<file path="src/rtl/cpu_fetch_unit.sv">
// Instruction fetch stage: owns the PC, addresses the combinational program ROM,
// registers instruction + PC toward decode, with stall, redirect and halt-on-zero.
module cpu_fetch_unit #(
    parameter int ADDR_W   = 8,
    parameter int INSTR_W  = 12,
    parameter int RESET_PC = 1
) (
    input  logic               Clock,
    input  logic               Reset_n,
    output logic [ADDR_W-1:0]  RomAddress,
    input  logic [INSTR_W-1:0] RomData,
    input  logic               Stall,
    input  logic               BranchValid,
    input  logic [ADDR_W-1:0]  BranchTarget,
    output logic [INSTR_W-1:0] Instr,
    output logic [ADDR_W-1:0]  InstrPC,
    output logic               InstrValid,
    output logic               Halted,
    output logic [15:0]        FetchCount
);

    typedef enum logic {S_FETCH = 1'b0, S_HALTED = 1'b1} state_t;

    localparam logic [ADDR_W-1:0] LP_RESET_PC = ADDR_W'(RESET_PC);

    state_t               r_state;
    logic [ADDR_W-1:0]    r_pc;
    logic [INSTR_W-1:0]   r_instr;
    logic [ADDR_W-1:0]    r_instr_pc;
    logic                 r_valid;
    logic                 r_halted;
    logic [15:0]          r_count;
    logic                 w_zero_word;

    assign w_zero_word = (RomData == '0);

    always_ff @(posedge Clock or negedge Reset_n) begin
        if (!Reset_n) begin
            r_state    <= S_FETCH;
            r_pc       <= LP_RESET_PC;
            r_instr    <= '0;
            r_instr_pc <= '0;
            r_valid    <= 1'b0;
            r_halted   <= 1'b0;
            r_count    <= '0;
        end else if (BranchValid) begin
            // Redirect wins over stall and halt; the presented word is flushed.
            r_pc     <= BranchTarget;
            r_valid  <= 1'b0;
            r_state  <= S_FETCH;
            r_halted <= 1'b0;
        end else begin
            case (r_state)
                S_HALTED: begin
                    r_valid <= 1'b0;
                end
                S_FETCH: begin
                    if (!Stall) begin
                        if (!w_zero_word) begin
                            r_instr    <= RomData;
                            r_instr_pc <= r_pc;
                            r_valid    <= 1'b1;
                            r_pc       <= r_pc + 1'b1;
                            if (r_count != 16'hFFFF)
                                r_count <= r_count + 16'd1;
                        end else begin
                            // PC parks on the zero address so it stays visible while halted.
                            r_state  <= S_HALTED;
                            r_halted <= 1'b1;
                            r_valid  <= 1'b0;
                        end
                    end
                end
                default: r_state <= S_FETCH;
            endcase
        end
    end

    assign RomAddress = r_pc;
    assign Instr      = r_instr;
    assign InstrPC    = r_instr_pc;
    assign InstrValid = r_valid;
    assign Halted     = r_halted;
    assign FetchCount = r_count;

endmodule

</file>
<file path="config.mk">
export PLATFORM = sky130hd
export DESIGN_NAME = cpu_fetch_unit
export DESIGN_NICKNAME = d
export VERILOG_FILES = /design/src/rtl/cpu_fetch_unit.sv
export SDC_FILE = /design/constraint.sdc
export NUM_CORES = 1
export LEC_CHECK = 0
export CORE_MARGIN = 1
export CORE_UTILIZATION = 50
export DETAILED_ROUTE_END_ITERATION = 12
export PLACE_DENSITY = 0.85
export SLEW_MARGIN = 30
export SYNTH_ARGS = -nofsm -noshare
export SYNTH_HDL_FRONTEND = slang
export SYNTH_SLANG_ARGS = --single-unit
export TNS_END_PERCENT = 30
</file>
<file path="constraint.sdc">
create_clock -name Clock -period 3.1 [get_ports Clock]
set_input_delay 0.93 -clock Clock [delete_from_list [all_inputs] [get_ports Clock]]
set_output_delay 0.93 -clock Clock [all_outputs]
set_load 0.02 [all_outputs]
</file>
* Word level (Yosys, flattened, before mapping) *
Index checks and enable logic that the tools add are counted.

storage, ports and cells
  flip-flop bits (word level) = 47
  input port bits = 24
  output and inout port bits = 46
  logic and storage cells = 40

cells by class
  $add $sub $neg = 2
  equal/unequal tests = 5
  mux-type cells = 16
  bitwise gates (word level) = 4
  reductions and logical operators = 6

operators with widths
  operator                                               count
  two-way mux 8 bit                                      4
  adder 16 x 1 -> 16 bit, second input constant          1
  inequality test 16 bit, second input constant          1
  zero test 12 bit                                       1
  two-way mux 1 bit                                      11
  adder 8 x 1 -> 8 bit, second input constant            1
  AND reduction 3 bit                                    2
  AND reduction 5 bit                                    1
  inequality test 2 bit, second input constant           2
  NOT 1 bit                                              4
  AND reduction 4 bit                                    1
  inequality test 3 bit, second input constant           1
  inequality test 2 x 1 -> 1 bit, second input constant  1
  one-hot mux 1 bit (2 select lines)                     1
  nonzero test 2 bit                                     1

* Longest topological paths before layout *
Gate-level depths: netlist of the first run.

  depth after elaboration = 5
  gate-level depth with buffers = 6
  depth with buffers taken out = 5

* Least setup slack after synthesis of the first run *
Ideal clock, no wire load.

  kind = input to register
  start = input RomData[6]
  end = register r_count[14] (netlist: FetchCount[14])
  setup time = 0.128 ns
  arrival time = 2.370 ns
  required time = 2.972 ns
  path slack = 0.602 ns
  stages = 5
  buffers on the path = 1
  cells stage by stage = or4_1 -> o31a_1 -> buf_2 -> nand3_1 -> mux2_1

on the way
  word-level cells in the longest chain between the ends = 3

RTL lines
  item                                  RTL line  text
  start, declared                       11        input logic [INSTR_W-1:0] RomData,
  zero test 12 bit                      35        assign w_zero_word = (RomData == '0);
  NOT 1 bit (no source line)            -
  AND reduction 5 bit (no source line)  -
  end signal, assigned                  65        r_count <= r_count + 16'd1;
  end, declared                         32        logic [15:0] r_count;

No other way between the ends.
A chain may end at the register's enable or synchronous reset.

* Final worst setup path of the first run *
  start = input RomData[1]
  end = register r_count[1] (netlist: FetchCount[1])

The elaborated chain is that of the path after synthesis.

==> results.yml, run 1 <==
floorplan:
  die_x_um: 68.6
  core-area_um2: 4140
  die_h_um: 68.6
  start_util: 0.536
  pin_count: 70
  design.die.area_um2: 4710
  rows: 23
clock_network:
  cts_tree: "done"
  hold_buffers: 0
  post_cts_resized: 0
  htree_levels: 2
  clockBufferDepth: 2
  cts_buffers: 5
  clk_pin_slew_ns: 0.09
  clock_latency_ns: 0.31
  cts.sink_count: 47
  cts-root-buf: "clkbuf_8"
  cts_setup_buffers: 0
timing:
  rsz0062_at_grt: "no"
  tns_ns: 0
  setup_viol: 0
  hold_violations: 0
  finalCriticalPeriod_ns: 2.70
  slew_viol_final: 0
  skew_ns: 0.00942
  worst_pin_slew_ns: 0.625
  fmax_mhz: 371
  timing.final.crit_share: 0.870
  relSlewSlack: 0.579
cells_and_area:
  multi_input_area_um2: 980
  fin_cells: 359
  nets: 334
  fillers: 320
  antenna_cells: 0
  area_growth_pct: 39.9
  finish.utilization: 0.749
  drive_above_1_share: 0.0939
  seq_area_um2: 1180
  final_cell_area_um2: 3110
critical_path:
  endpoint_kind: "flop"
  crit-reg2reg-launch: "FetchCount[5]"
  cp.arrival_ns: 2.89
  cp_max_fo: 6
  startpoint_type: "primary input"
  cp-startpoint: "RomData[1]"
  critPathRequiredTime_ns: 3.29
  worstSetupPathType: "primary input to flop"
global_route:
  grt_pass1_wl_um: 8690
  antenna_found_initial: 0
  track_usage: 0.259
  grt_overflow: 0
  grt_pass1_vias: 1855
  grt_max_degree: 26
flow_run:
  max_cap_violations: 0
run_status:
  status: "complete, no violations"
detailed_routing:
  drtIter0Drc: 111
  vias: 1989
  drtPass1Iterations: 4
  drt-total-wl_um: 5580
  wl_per_cell_um: 15.5
  drt.antenna.violating_nets: 0
  drc: 0
  viasPerCell: 5.54
logic_synthesis:
  synth_ff_type: "dfrtp_1"
  synth_async_sr_flop_share: 1.00
  yosysWarnings: 0
  synth_cell_type_count: 44
  syn_inst: 227
  synth_top_cells_by_area: "dfrtp_1 (52%), nand2_1 (12%), xor2_1 (4.3%)"
  syn-num-nets: 253
  synth_top_area_cell: "dfrtp_1"
  ys_seq_area_frac: 0.530
  synth.avg_cell_area_um2: 9.78
  synth-edff-count: 0
  syn_area_um2: 2220
  synthMostInstantiatedCell: "nand2_1"
  synth_commonest_cells: "nand2_1 (69), dfrtp_1 (46), xor2_1 (11)"
  synth-seq-cells: 47
  yosysTopAreaCellShare: 0.519
placed_design:
  gp_congestion: 0.828
  place_inst: 351
  dp_hpwl_um: 4240
  port_buffers: 69
  place_area_um2: 3010
power:
  power_density_nw_per_um2: 561
  power_w: 0.00174
  ir_worst_vdd_mv: 0.349
  leakage_nw: 1.38
worst_hold_path:
  worstHoldPathType: "flop to flop"
  hold_start: "Instr[11]"
-- layout by cell type, fill, tap and decap left out, types with 2 or more instances in the layout --
| cell type | instances |
|---|---|
| nor3_2 | 2 |
| o21ai_0 | 6 |
| a21oi_1 | 5 |
| ha_1 | 2 |
| clkbuf_8 | 6 |
| nor3_1 | 6 |
| nand2_1 | 69 |
| dfrtp_1 | 46 |
| or4_4 | 2 |
| buf_4 | 12 |
| nand2b_1 | 2 |
| xor2_1 | 11 |
| nor4_1 | 8 |
| a31oi_1 | 3 |
| nand4_1 | 5 |
| and3_1 | 2 |
| nand3_1 | 8 |
| nor2_1 | 8 |
| inv_1 | 4 |
| xnor2_1 | 5 |
| or4_1 | 2 |
| o31a_1 | 2 |
| clkdlybuf4s50_1 | 68 |
| mux2_1 | 3 |
-- worst max-delay path, stage by stage --
cell and delay [ns]:
clkdlybuf4s50_1 0.44, or4_4 0.61, o31ai_4 0.43, nor2_1 0.16
mux2_1 0.33
-- registers in the layout, indices dropped and copies added (netlist names) --
| signal | flops |
|---|---|
| FetchCount | 16 |
| Halted | 1 |
| Instr | 12 |
| InstrPC | 8 |
| InstrValid | 1 |
| RomAddress | 8 |
| r_state | 1 |
-- report_power, final --
part	internal (W)	switching (W)
combinational	0.000266	0.000276
clock	0.000183	0.000206
sequential	0.000707	0.000103
total	0.00116	0.000585
-- per-layer routing --
metal	track usage	wire [um]
met2	0.414	2770
met3	0.0395	327
met4	0.109	74
met1	0.350	2400
met5	0	0
-- per-stage QoR --
| step | setup WS, ns | hold WS, ns |
|---|---|---|
| 2_1_floorplan | 0.602 | 0.544 |
| 3_3_place_gp | 0.149 | 0.459 |
| 3_5_place_dp | 0.0691 | 0.464 |
| 4_1_cts | 0.388 | 0.486 |
| 5_1_grt | 0.343 | 0.503 |
| 6_report | 0.402 | 0.484 |
-- logic make-up (layout without fill, tap and decap cells) --
logic type	after synthesis	in the layout	share of synthesized area
flops	47	47	0.530
mux	3	3	0.0152
xor+xnor	16	16	0.0631
fa+ha+maj	2	2	0.0113
simple gates	124	124	0.275
buf+inv	11	93	0.0282
compound gates	24	24	0.0772
-- final cells by class --
type / count / share of cell area
flip-flops and latches: 47 / 0.379
multi-input cells: 169 / 0.315
repair buffers: 81 / 0.250
clock buffers: 7 / 0.0278
well taps: 50 / 0.0201
inverters: 4 / 0.00483
clock inverters: 1 / 0.00282
-- path summary, 6_finish.rpt --
kind                                       end  cells after the start  slack, ns
worst min register to register       Instr[11]                      2       0.48
worst min-delay path                 Instr[11]                      2       0.48
min in group asynchronous           InstrPC[1]                      1       0.58
max in group asynchronous              r_state                      2       1.80
worst max register to register  FetchCount[15]                      4       1.22
worst max-delay path             FetchCount[1]                      5       0.40
Note: power is estimated with default switching activity, not from simulation.
==> run 2: changes to the inputs <==
GPL_TIMING_DRIVEN = 0   (was default)
==> run 2 against run 1 <==
  * Clock skew decreased by 0.0038 ns
  * Sequential power decreased by 0.6%
  * Count of clock-buffer cells in the layout decreased by 2
  * Maximum frequency decreased by 3.7%
  * Hold slack about the same
  * Global-route usage decreased by 0.74 points
  * Non-clock buffer count decreased by 5
  * Critical path type unchanged
  * Sequential cell count unchanged
  * Routed wire length decreased by 3.3%
  * Register-to-register slack got worse by 0.23 ns
  * Cell count decreased by 1.4%
  * Setup slack got worse by 0.10 ns
==> results.yml, run 2 (same netlist as run 1, synthesis figures left out) <==
clock_network:
  cts-root-buf: "clkbuf_8"
  cts_tree: "done"
  hold_buffers: 0
  cts_buffers: 5
  cts_setup_buffers: 0
  clk_pin_slew_ns: 0.09
  htree_levels: 2
  cts.sink_count: 47
  post_cts_resized: 0
  clock_latency_ns: 0.30
  clockBufferDepth: 2
timing:
  rsz0062_at_grt: "no"
  fmax_mhz: 357
  setup_viol: 0
  relSlewSlack: 0.574
  finalWorstSetupSlack_ns: 0.299
  timing.final.crit_share: 0.904
  worst_pin_slew_ns: 0.630
  hold_violations: 0
  finalCriticalPeriod_ns: 2.80
  slew_viol_final: 0
  skew_ns: 0.00564
  whs_ns: 0.484
power:
  ir_worst_vdd_mv: 0.360
  power_density_nw_per_um2: 560
  power_w: 0.00171
  leakage_nw: 1.35
global_route:
  grt_max_degree: 48
  grt_overflow: 0
  grt_pass1_vias: 1813
  antenna_found_initial: 0
  track_usage: 0.252
  grt_pass1_wl_um: 8670
floorplan:
  rows: 23
  design.die.area_um2: 4710
  pin_count: 70
  die_h_um: 68.6
  die_x_um: 68.6
  core-area_um2: 4140
  start_util: 0.536
detailed_routing:
  drtPass1Iterations: 4
  drc: 0
  vias: 1968
  drt-total-wl_um: 5390
  viasPerCell: 5.56
  wl_per_cell_um: 15.2
  drt.antenna.violating_nets: 0
  drtIter0Drc: 162
cells_and_area:
  mostFrequentLayoutCells: "nand2_1 (69), clkdlybuf4s50_1 (68), dfrtp_1 (46), xor2_1 (11)"
  drive_above_1_share: 0.0757
  area_growth_pct: 37.8
  antenna_cells: 0
  nets: 329
  fillers: 310
  largest_reg_flops: 16
  layout_commonest_cell: "nand2_1"
flow_run:
  max_cap_violations: 0
critical_path:
  endpoint_kind: "flop"
  critPathRequiredTime_ns: 3.29
  startpoint_type: "primary input"
  cp_max_fo: 10
  worstSetupPathType: "primary input to flop"
  cp.arrival_ns: 2.99
placed_design:
  pre_cts_ws_ns: 0.00750
  port_buffers: 69
  dp_hpwl_um: 3890
  gp_congestion: 0.813
worst_hold_path:
  worstHoldPathType: "flop to flop"
run_status:
  status: "complete, no violations"
-- run 2: critical path, cell delays in order --
cell and delay [ns]:
clkdlybuf4s50_1 0.44, or4_1 0.69, o31a_1 0.29, buf_2 0.19, nand3_1 0.12, mux2_1 0.32
-- run 2: path summary, 6_finish.rpt --
kind,to,slack [ns],start,cells past startpoint
min in group asynchronous,RomAddress[1],0.63,Reset_n,1
max reg2reg,FetchCount[13],0.99,FetchCount[0],6
max in group asynchronous,FetchCount[6],2.08,Reset_n,1
min,Instr[3],0.48,Instr[3],2
max,FetchCount[14],0.30,RomData[6],6
min reg2reg,Instr[3],0.48,Instr[3],2
-- run 2: stage by stage --
step	utilization	std cells	instance area, um2	setup TNS (ns)
2_1_floorplan	-	227	2220	0
3_3_place_gp	0.717	346	2970	-8.93
3_5_place_dp	0.717	346	2970	0
4_1_cts	0.738	354	3060	0
5_1_grt	0.738	354	3060	0
6_report	0.738	354	3060	0
-- run 2: routing by layer --
metal,GRT usage,share of wire,up-vias
met4,0.0677,0.0098,0
met1,0.330,0.44,962
met3,0.0592,0.055,6
met2,0.415,0.49,57
met5,0,0,-
li1,-,-,943
-- run 2: layout make-up --
cell class,count,area (um2),area share
timing repair buffer,69,688,0.225
clock buffer,5,68.8,0.0225
clock inverter,3,18.8,0.00614
sequential,47,1180,0.385
tap,50,62.6,0.0205
buffer,7,47.5,0.0155
inverter,4,15.0,0.00491
multi-input combinational,169,980,0.320
-- run 2: power breakdown --
| group | internal [W] | total (W) | switching (W) | leakage, nW |
|---|---|---|---|---|
| logic | 0.000260 | 0.000527 | 0.000267 | 0.714 |
| registers | 0.000707 | 0.000806 | 0.0000988 | 0.586 |
| clock network | 0.000159 | 0.000378 | 0.000219 | 0.0483 |
| total | 0.00113 | 0.00171 | 0.000585 | 1.35 |
